--- config.mk ---
export PLATFORM = sky130hd
export DESIGN_NAME = subneg_mem_arbiter
export DESIGN_NICKNAME = d
export VERILOG_FILES = /design/src/rtl/subneg_pkg.sv /design/src/rtl/subneg_rr_pick.sv /design/src/rtl/subneg_mem_arbiter.sv
export SDC_FILE = /design/constraint.sdc
export NUM_CORES = 1
export LEC_CHECK = 0
export CELL_PAD_IN_SITES_DETAIL_PLACEMENT = 1
export CELL_PAD_IN_SITES_GLOBAL_PLACEMENT = 2
export CORE_MARGIN = 5
export CORE_UTILIZATION = 23
export DETAILED_ROUTE_END_ITERATION = 8
export HOLD_SLACK_MARGIN = 0.03
export PLACE_DENSITY_LB_ADDON = 0.15
export REMOVE_ABC_BUFFERS = 1
export SLEW_MARGIN = 20
export SYNTH_ARGS = -nofsm -noshare
export SYNTH_HDL_FRONTEND = slang
export SYNTH_SLANG_ARGS = --single-unit
export TNS_END_PERCENT = 50
--- constraint.sdc ---
create_clock -name clk -period 2.1 [get_ports clk]
set_input_delay 0.42 -clock clk [delete_from_list [all_inputs] [get_ports clk]]
set_output_delay 0.42 -clock clk [all_outputs]
set_load 0.01 [all_outputs]
--- src/rtl/subneg_pkg.sv ---
// Shared types and sizing constants for the subneg core and its memory arbiter.
// Latency: n/a (types and constants only).
// Backpressure: n/a.
package subneg_pkg;

    // Memory geometry shared between the core and the arbiter.
    localparam int SUBNEG_AW    = 5;
    localparam int SUBNEG_DW    = 5;
    localparam int SUBNEG_DEPTH = 22;

    typedef enum logic {
        OWN_CORE = 1'b0,
        OWN_HOST = 1'b1
    } owner_e;

    typedef enum logic [1:0] {
        IDLE  = 2'd0,
        GRANT = 2'd1,
        RESP  = 2'd2
    } state_e;

endpackage

--- src/rtl/subneg_rr_pick.sv ---
// Two-way round-robin chooser with host burst lock and a lock-limit override.
// Latency: purely combinational.
// Backpressure: none; the caller decides when the pick is used.
//
// Ports:
//   core_req, host_req : request lines
//   host_lock          : host asks to keep ownership across ties
//   last_owner         : owner of the most recent grant
//   lock_max           : lock budget exhausted, core must win the next tie
//   any_req, winner    : some request present / chosen requester
module subneg_rr_pick
    import subneg_pkg::*;
(
    input  logic   core_req,
    input  logic   host_req,
    input  logic   host_lock,
    input  owner_e last_owner,
    input  logic   lock_max,
    output logic   any_req,
    output owner_e winner
);

    logic hold_host;

    assign any_req = core_req | host_req;

    // The host keeps a tie only if it owned the last grant and its lock budget remains.
    assign hold_host = (last_owner == OWN_HOST) && host_lock && !lock_max;

    always_comb begin
        winner = OWN_CORE;
        if (core_req && host_req) begin
            winner = ((last_owner == OWN_CORE) || hold_host) ? OWN_HOST : OWN_CORE;
        end else if (host_req) begin
            winner = OWN_HOST;
        end
    end

endmodule

--- src/rtl/subneg_mem_arbiter.sv ---
// Core/host arbiter for the single-port subneg word memory (IDLE/GRANT/RESP sequencer).
// Latency: request seen in IDLE -> gnt+mem_en next cycle -> rvalid the cycle after; 1 access per 2 cycles.
// Backpressure: requesters hold req+command until gnt; dropping req before gnt withdraws it.
//
// Ports: core_* and host_* request/grant/response channels, mem_* port to a synchronous
// memory macro (read data one cycle after mem_en), addr_err pulse for addr >= DEPTH,
// contention_cnt statistics. Optional macro SUBNEG_ARB_STATS_EN enables the contention
// counter; without it contention_cnt is tied to zero.
module subneg_mem_arbiter
    import subneg_pkg::*;
#(
    parameter int AW       = SUBNEG_AW,
    parameter int DW       = SUBNEG_DW,
    parameter int DEPTH    = SUBNEG_DEPTH,
    parameter int LOCK_MAX = 8
) (
    input  logic          clk,
    input  logic          rst_n,
    input  logic          core_req,
    input  logic          core_we,
    input  logic [AW-1:0] core_addr,
    input  logic [DW-1:0] core_wdata,
    output logic          core_gnt,
    output logic          core_rvalid,
    output logic [DW-1:0] core_rdata,
    input  logic          host_req,
    input  logic          host_we,
    input  logic          host_lock,
    input  logic [AW-1:0] host_addr,
    input  logic [DW-1:0] host_wdata,
    output logic          host_gnt,
    output logic          host_rvalid,
    output logic [DW-1:0] host_rdata,
    output logic          mem_en,
    output logic          mem_we,
    output logic [AW-1:0] mem_addr,
    output logic [DW-1:0] mem_wdata,
    input  logic [DW-1:0] mem_rdata,
    output logic          addr_err,
    output logic [7:0]    contention_cnt
);

    localparam int          LCW     = $clog2(LOCK_MAX + 1);
    localparam logic [31:0] DEPTH_U = 32'(DEPTH);

    state_e         state, state_nxt;
    owner_e         last_owner;  // also the owner of the command currently latched
    owner_e         winner;
    logic           any_req, arb_cycle, lock_max, cmd_ok, resp_rd;
    logic           cmd_we;
    logic [AW-1:0]  cmd_addr;
    logic [DW-1:0]  cmd_wdata;
    logic [LCW-1:0] lock_cnt;
    logic [DW-1:0]  core_rdata_q, host_rdata_q, resp_data;

    // Every non-GRANT cycle is an arbitration cycle, so RESP overlaps the next decision.
    assign arb_cycle = (state != GRANT);
    assign lock_max  = (lock_cnt == LCW'(LOCK_MAX));
    assign cmd_ok    = (32'(cmd_addr) < DEPTH_U);
    assign resp_rd   = (state == RESP) && !cmd_we;
    assign resp_data = cmd_ok ? mem_rdata : '0;

    subneg_rr_pick u_pick (
        .core_req   (core_req),
        .host_req   (host_req),
        .host_lock  (host_lock),
        .last_owner (last_owner),
        .lock_max   (lock_max),
        .any_req    (any_req),
        .winner     (winner)
    );

    // State register.
    always_ff @(posedge clk or negedge rst_n) begin
        if (!rst_n) state <= IDLE;
        else        state <= state_nxt;
    end

    // Next-state logic.
    always_comb begin
        state_nxt = IDLE;
        case (state)
            GRANT:   state_nxt = RESP;
            default: state_nxt = any_req ? GRANT : IDLE;
        endcase
    end

    // Winner's command is captured at the arbitration edge and replayed in GRANT.
    always_ff @(posedge clk or negedge rst_n) begin
        if (!rst_n) begin
            last_owner <= OWN_HOST;
            cmd_we     <= 1'b0;
            cmd_addr   <= '0;
            cmd_wdata  <= '0;
        end else if (arb_cycle && any_req) begin
            last_owner <= winner;
            if (winner == OWN_CORE) begin
                cmd_we    <= core_we;
                cmd_addr  <= core_addr;
                cmd_wdata <= core_wdata;
            end else begin
                cmd_we    <= host_we;
                cmd_addr  <= host_addr;
                cmd_wdata <= host_wdata;
            end
        end
    end

    // Locked host grants are only charged while the core is actually waiting, so the
    // count cannot pass LOCK_MAX: at the limit the core wins the next tie.
    always_ff @(posedge clk or negedge rst_n) begin
        if (!rst_n) begin
            lock_cnt <= '0;
        end else if (!host_lock) begin
            lock_cnt <= '0;
        end else if (arb_cycle && any_req) begin
            if (winner == OWN_CORE)  lock_cnt <= '0;
            else if (core_req)       lock_cnt <= lock_cnt + LCW'(1);
        end
    end

    // Read data is held per requester between responses.
    always_ff @(posedge clk or negedge rst_n) begin
        if (!rst_n) begin
            core_rdata_q <= '0;
            host_rdata_q <= '0;
        end else if (resp_rd) begin
            if (last_owner == OWN_CORE) core_rdata_q <= resp_data;
            else                        host_rdata_q <= resp_data;
        end
    end

    // Output decode.
    always_comb begin
        core_gnt    = 1'b0;
        host_gnt    = 1'b0;
        core_rvalid = 1'b0;
        host_rvalid = 1'b0;
        mem_en      = 1'b0;
        addr_err    = 1'b0;
        core_rdata  = core_rdata_q;
        host_rdata  = host_rdata_q;
        case (state)
            GRANT: begin
                core_gnt = (last_owner == OWN_CORE);
                host_gnt = (last_owner == OWN_HOST);
                mem_en   = cmd_ok;
            end
            RESP: begin
                addr_err = !cmd_ok;
                if (!cmd_we) begin
                    if (last_owner == OWN_CORE) begin
                        core_rvalid = 1'b1;
                        core_rdata  = resp_data;
                    end else begin
                        host_rvalid = 1'b1;
                        host_rdata  = resp_data;
                    end
                end
            end
            default: ;
        endcase
    end

    assign mem_we    = mem_en & cmd_we;
    assign mem_addr  = cmd_addr;
    assign mem_wdata = cmd_wdata;

`ifdef SUBNEG_ARB_STATS_EN
    logic [7:0] stat_q;

    always_ff @(posedge clk or negedge rst_n) begin
        if (!rst_n) begin
            stat_q <= 8'd0;
        end else if (arb_cycle && core_req && host_req && (stat_q != 8'hFF)) begin
            stat_q <= stat_q + 8'd1;
        end
    end

    assign contention_cnt = stat_q;
`else
    assign contention_cnt = 8'd0;
`endif

endmodule

==> flow_metrics.env, run 1 <==
export IMPL_status="finished with violations"
export IMPL_violations="setup timing"
export IMPL_path_buf_inv=3
export IMPL_fin_cells=307
export IMPL_grt_overflow_total=0
export IMPL_min_period_ns=2.13
export IMPL_reg2reg_depth=6
export IMPL_min_path_cells=2
export IMPL_worstSetupStartpointType="flip-flop"
export IMPL_io_pins=67
export IMPL_path_cells="nand2b_4 -> or3b_4 -> buf_6 -> buf_6 -> nand2_4 -> o21ai_2 -> buf_2"
export IMPL_clock_sinks=28
export IMPL_crit_fanout=5
export IMPL_via_count=1371
export IMPL_r2r_end="lock_cnt[3]"
export IMPL_drc=0
export IMPL_wire_per_inst_um=14.4
export IMPL_postLayoutCoreUtil=0.377
export IMPL_grt_first_pass_wirelength_um=6980
export IMPL_final_setup_skew_ns=0.00362
export IMPL_irDropWorstVdd_v=0.000391
export IMPL_clock_latency_ns=0.27
export IMPL_grt_start_max_net_pins=29
export IMPL_io_buffers=58
export IMPL_drt_iter0_drc=26
export IMPL_postRouteAntennaNets=0
export IMPL_vias_per_cell=4.47
export IMPL_avgSynthCellArea_um2=9.27
export IMPL_synth_seq_cells=28
export IMPL_maxCapViolCount=0
export IMPL_start_util=0.240
export IMPL_cp_slowest_cell="or3b_4"
export IMPL_ys_async_sr_fraction=1.00
export IMPL_crit_type="reg2out"
export IMPL_grt_total_usage=0.112
export IMPL_rows=28
export IMPL_place_congestion=0.790
export IMPL_postSynthCellCount=156
export IMPL_synth_edff_count=0
export IMPL_p_leak_uw=0.00109
export IMPL_die_x_um=89.3
export IMPL_ys_types=30
export IMPL_final_nets=267
export IMPL_cp_top_family="simple AND/OR/NAND/NOR gates"
export IMPL_critPathLaunch="state[0]"
export IMPL_setup_viol=2
export IMPL_r2r_start="lock_cnt[0]"
export IMPL_routed_wl_um=4430
export IMPL_setup_worst_path_end_class="primary output"
export IMPL_cp_endpoint="host_rdata[1]"
export IMPL_pre_cts_ws_ns=-0.181
export IMPL_cpPeakStageDelay_ns=0.40
export IMPL_r2r_slack_ns=0.32
export IMPL_grt_pass1_vias=1496
export IMPL_critical_path_most_common_cell="buf_6"
export IMPL_synth_flop_cell="dfrtp_1"
export IMPL_dr_pass1_iters=4
export IMPL_cts_root_buf="clkbuf_8"
export IMPL_clockBufferDepth=2
export IMPL_post_route_period_util=1.02
export IMPL_die_height_um=89.3
export IMPL_cts_made_buffers=3
export IMPL_ys_warn_count=0
export IMPL_coreArea_mm2=0.00603
export IMPL_grt_setup_unrepaired="yes"
export IMPL_diodes=0
export IMPL_slew_violations=0
export IMPL_clk_pin_slew_ns=0.09
export IMPL_dieArea_mm2=0.00797
export IMPL_power_density_mw_per_mm2=1090
export IMPL_detailedPlacementHpwl_um=3350
export IMPL_required_ns=1.68
export IMPL_syn_area_mm2=0.00145
export IMPL_setup_ws_ns=-0.0338
export IMPL_cp_arrival_ns=1.71
export IMPL_drive_above_1_share=0.216
export IMPL_dp_cells=298
export IMPL_hold_violations=0
export IMPL_cts_tree="done"
export IMPL_syn2layout_area_growth_pct=57.0
export IMPL_max_clock_freq_mhz=469
export IMPL_htreeDepth=1
export IMPL_antenna_found_initial=0
export IMPL_yosysSeqAreaShare=0.485
export IMPL_cp_depth=7
export IMPL_hold_path_class="reg2reg"
what timing repair did:
action | in CTS | in global routing
buffers inserted | 2 | 1
gates cloned | 1 | 1
resized for setup | 53 | 23
hold buffers | 0 | 0
endpoints found under the setup margin | 15 | 15
pin swaps | 0 | 2
metal layers:
layer	routed length, µm	track usage
met3	204	0.0240
met5	0	0
met2	2490	0.219
met4	26	0.0230
met1	1710	0.121
sequential cells by signal (all words and copies together) (netlist names):
name          count
core_rdata_q      5
mem_wdata         5
last_owner        1
cmd_we            1
mem_addr          5
host_rdata_q      5
state             2
lock_cnt          4
cell usage after synthesis, drive strengths merged (2+ instances only):
| cell type | instances | area, µm² |
|---|---|---|
| nand2b | 2 | 12.5 |
| ha | 2 | 25.0 |
| mux2i | 11 | 110 |
| o21ai | 23 | 115 |
| inv | 7 | 26.3 |
| a31oi | 2 | 12.5 |
| nand3b | 2 | 15.0 |
| nand3 | 2 | 10.0 |
| a21oi | 14 | 70.1 |
| buf | 11 | 93.8 |
| nand4 | 2 | 18.8 |
| nor2 | 13 | 48.8 |
| or3 | 2 | 12.5 |
| clkbuf | 4 | 18.8 |
| nand2 | 22 | 85.1 |
| dfrtp | 27 | 676 |
| and2 | 2 | 12.5 |
how the worst min path moves through the flow:
stage                               start              end
after floorplan                     rst_n           cmd_we
after global placement    core_rdata_q[4]  core_rdata_q[4]
after detailed placement  host_rdata_q[1]  host_rdata_q[1]
after CTS                 host_rdata_q[3]  host_rdata_q[3]
after global routing      core_rdata_q[1]  core_rdata_q[1]
final                     host_rdata_q[4]  host_rdata_q[4]
worst reg2reg max path: cells and delay by family (launching register included):
kind,cells,cell delay (ns)
AOI/OAI and AO/OA,2,0.35
and+or+nand+nor,2,0.67
DFF,1,0.43
adders and majority gates,1,0.20
buffers and inverters,1,0.07
through the flow:
step / cell area (µm²) / TNS (ns) / total power [µW] / hold slack (ns)
after floorplan: 1360 / 0 / 1390 / 0.124
after global placement: 2170 / -0.675 / 2210 / 0.454
after detailed placement: 2170 / -1.14 / 2250 / 0.470
after CTS: 2220 / -0.317 / 2500 / 0.494
after global routing: 2270 / -0.478 / 2690 / 0.519
final: 2270 / -0.0619 / 2490 / 0.493
kinds of logic (layout without fill, tap and decap cells):
family,Yosys count,in the layout,synth area share
AO/OA/AOI/OAI,42,42,0.156
adder cells (fa/ha/maj),2,2,0.0173
buffers and inverters,22,91,0.0960
flip-flops,28,28,0.485
multiplexers,11,11,0.0761
other,1,8,0.00259
AND/OR/NAND/NOR,50,50,0.167
area by class of cell:
cell class                      count  area, µm²
Multi-Input combinational cell    113        672
Tap cell                           75       93.8
Timing Repair Buffer               80        732
Clock buffer                        4       45.0
Inverter                            7       26.3
Fill cell                         705       3750
Sequential cell                    28        702
report_power, final:
group	leakage (µW)	switching [µW]	internal, µW
Clock	0.0000228	160	136
Combinational	0.000725	660	666
Sequential	0.000339	112	751
Total	0.00109	932	1550
cell usage in the layout (no fill, tap or decap), types with 3 or more instances in the layout:
master,n
clkdlybuf4s50_1,41
dfrtp_1,27
nand2_1,16
o21ai_0,16
a21oi_1,14
nor2_1,13
buf_4,13
mux2i_1,11
buf_2,11
conb_1,8
inv_1,7
buf_6,7
nand2_2,5
o21ai_1,5
clkbuf_8,3
dlymetal6s2s_1,3
(Power assumes the default switching activity.)
==> run 2, diff against run 1 <==
Settings changed: CORE_ASPECT_RATIO from default to 0.5.
==> flow_metrics.env, run 2 (synthesis gave the netlist of run 1 again) <==
export IMPL_cts_made_buffers=3
export IMPL_min_period_ns=2.07
export IMPL_coreArea_mm2=0.00608
export IMPL_critPathLaunch="last_owner"
export IMPL_place_area_mm2=0.00219
export IMPL_place_congestion=0.726
export IMPL_finalPower_uw=2700
export IMPL_clock_latency_ns=0.26
export IMPL_start_util=0.238
export IMPL_crit_type="reg2out"
export IMPL_postRouteAntennaNets=0
export IMPL_final_nets=263
export IMPL_io_buffers=58
export IMPL_grt_setup_unrepaired="yes"
export IMPL_status="completed"
export IMPL_maxCapViolCount=0
export IMPL_clk_pin_slew_ns=0.07
export IMPL_tns_ns=0
export IMPL_grt_overflow_total=0
export IMPL_hold_violations=0
export IMPL_postLayoutCoreUtil=0.377
export IMPL_path_cells="or3b_1 -> buf_6 -> nand2_1 -> o21ai_0 -> buf_2"
export IMPL_irDropWorstVdd_v=0.000350
export IMPL_multi_input_area_um2=659
export IMPL_rows=20
export IMPL_drive_above_1_share=0.184
export IMPL_grt_start_max_net_pins=29
export IMPL_drc=0
export IMPL_clockBufferDepth=2
export IMPL_max_clock_freq_mhz=484
export IMPL_most_common_layout_cells="43 x clkdlybuf4s50_1, 27 x dfrtp_1, 19 x nand2_1, 18 x o21ai_0, 15 x buf_4"
export IMPL_mostFrequentLayoutCell="clkdlybuf4s50_1"
export IMPL_via_count=1299
export IMPL_slew_violations=0
export IMPL_post_route_period_util=0.984
export IMPL_hold_path_class="reg2reg"
export IMPL_final_setup_skew_ns=0.00337
export IMPL_vias_per_cell=4.11
export IMPL_setup_worst_path_end_class="primary output"
export IMPL_dp_cells=311
export IMPL_regArea_um2=702
export IMPL_path_buf_inv=2
export IMPL_p_leak_uw=0.00108
export IMPL_antenna_found_initial=0
export IMPL_dr_pass1_iters=3
export IMPL_grt_total_usage=0.100
export IMPL_dieArea_mm2=0.00807
export IMPL_cp_top_family="flip-flops"
export IMPL_diodes=0
export IMPL_die_x_um=122
export IMPL_setup_viol=0
export IMPL_design_area_mm2=0.00229
export IMPL_cp_slowest_cell="dfstp_2"
export IMPL_clock_sinks=28
export IMPL_syn2layout_area_growth_pct=58.4
export IMPL_hp_start="host_rdata_q[1]"
export IMPL_cts_tree="done"
export IMPL_htreeDepth=1
export IMPL_io_pins=67
export IMPL_power_density_mw_per_mm2=1180
export IMPL_drt_iter0_drc=63
export IMPL_cp_arrival_ns=1.65
export IMPL_grt_pass1_vias=1399
export IMPL_die_height_um=66.1
export IMPL_cpPeakStageDelay_ns=0.54
export IMPL_grt_first_pass_wirelength_um=6590
export IMPL_crit_fanout=16
export IMPL_worstSetupStartpointType="flip-flop"
export IMPL_fin_cells=316
export IMPL_n_fill_cell=714
export IMPL_cts_root_buf="clkbuf_16"
export IMPL_r2r_start="lock_cnt[0]"
export IMPL_wire_per_inst_um=12.4
export IMPL_detailedPlacementHpwl_um=3050
export IMPL_required_ns=1.68
export IMPL_routed_wl_um=3930
run 2: cell count changes in the layout (fill, tap and decap cells not counted), sizes merged:
cell,previous run,this run
clkdlybuf4s50,41,43
dlymetal6s2s,3,2
bufinv,0,1
buf,32,28
clkbuf,5,3
run 2: routing by layer:
metal	track usage	vias to the layer above	routed length, µm
met5	0	-	0
met3	0.0256	2	226
met4	0.0209	0	19
met2	0.181	30	1970
met1	0.121	613	1710
li1	-	654	-
run 2: stage by stage:
stage | worst slack [ns] | hold slack, ns
floorplan | 0.288 | 0.124
global placement | -0.0847 | 0.455
detailed placement | -0.127 | 0.465
CTS | -0.00330 | 0.483
global route | -0.0208 | 0.506
finish | 0.0339 | 0.485
run 2: path summary, 6_finish.rpt:
kind | endpoint | slack (ns) | cells after the start
min | host_rdata_q[1] | 0.48 | 2
min in group asynchronous | lock_cnt[1] | 0.53 | 2
max reg2reg | lock_cnt[2] | 0.38 | 6
max in group asynchronous | last_owner | 1.26 | 2
min reg2reg | host_rdata_q[1] | 0.48 | 2
max | host_rdata[3] | 0.03 | 5
run 2: worst register-to-register path: cells and delay by family, from the launching register on:
family                   cells  cell delay [ns]
adder cells (fa/ha/maj)      1             0.21
AO/OA/AOI/OAI                2             0.32
buffers and inverters        1             0.06
flip-flops                   1             0.41
AND/OR/NAND/NOR              2             0.65
run 2: layout make-up:
type / count / share of cell area
repair buffers: 76 / 0.300
inverters: 7 / 0.0115
well taps: 88 / 0.0481
multi-input cells: 113 / 0.288
clock buffers: 3 / 0.0328
clock inverters: 1 / 0.0131
flip-flops and latches: 28 / 0.306
run 2: power by group:
| group | total, µW | switching, µW | internal (µW) |
|---|---|---|---|
| sequential | 856 | 104 | 752 |
| combinational | 1280 | 636 | 648 |
| clock | 560 | 180 | 379 |
| total | 2700 | 921 | 1780 |
run 2: repair_timing:
action | 4_1_cts | 5_1_grt
hold buffers | 0 | 0
endpoints found under the setup margin | 14 | 14
hold endpoints to repair | 0 | 0
setup buffers | 0 | 1
resized for setup | 51 | 7
cloned | 0 | 0
==> run 3, diff against run 2 <==
Settings changed: HOLD_SLACK_MARGIN 0.03 to 0.1.
==> results of run 3 <==
Final layout, timing and power as in run 2 (identical DEF).
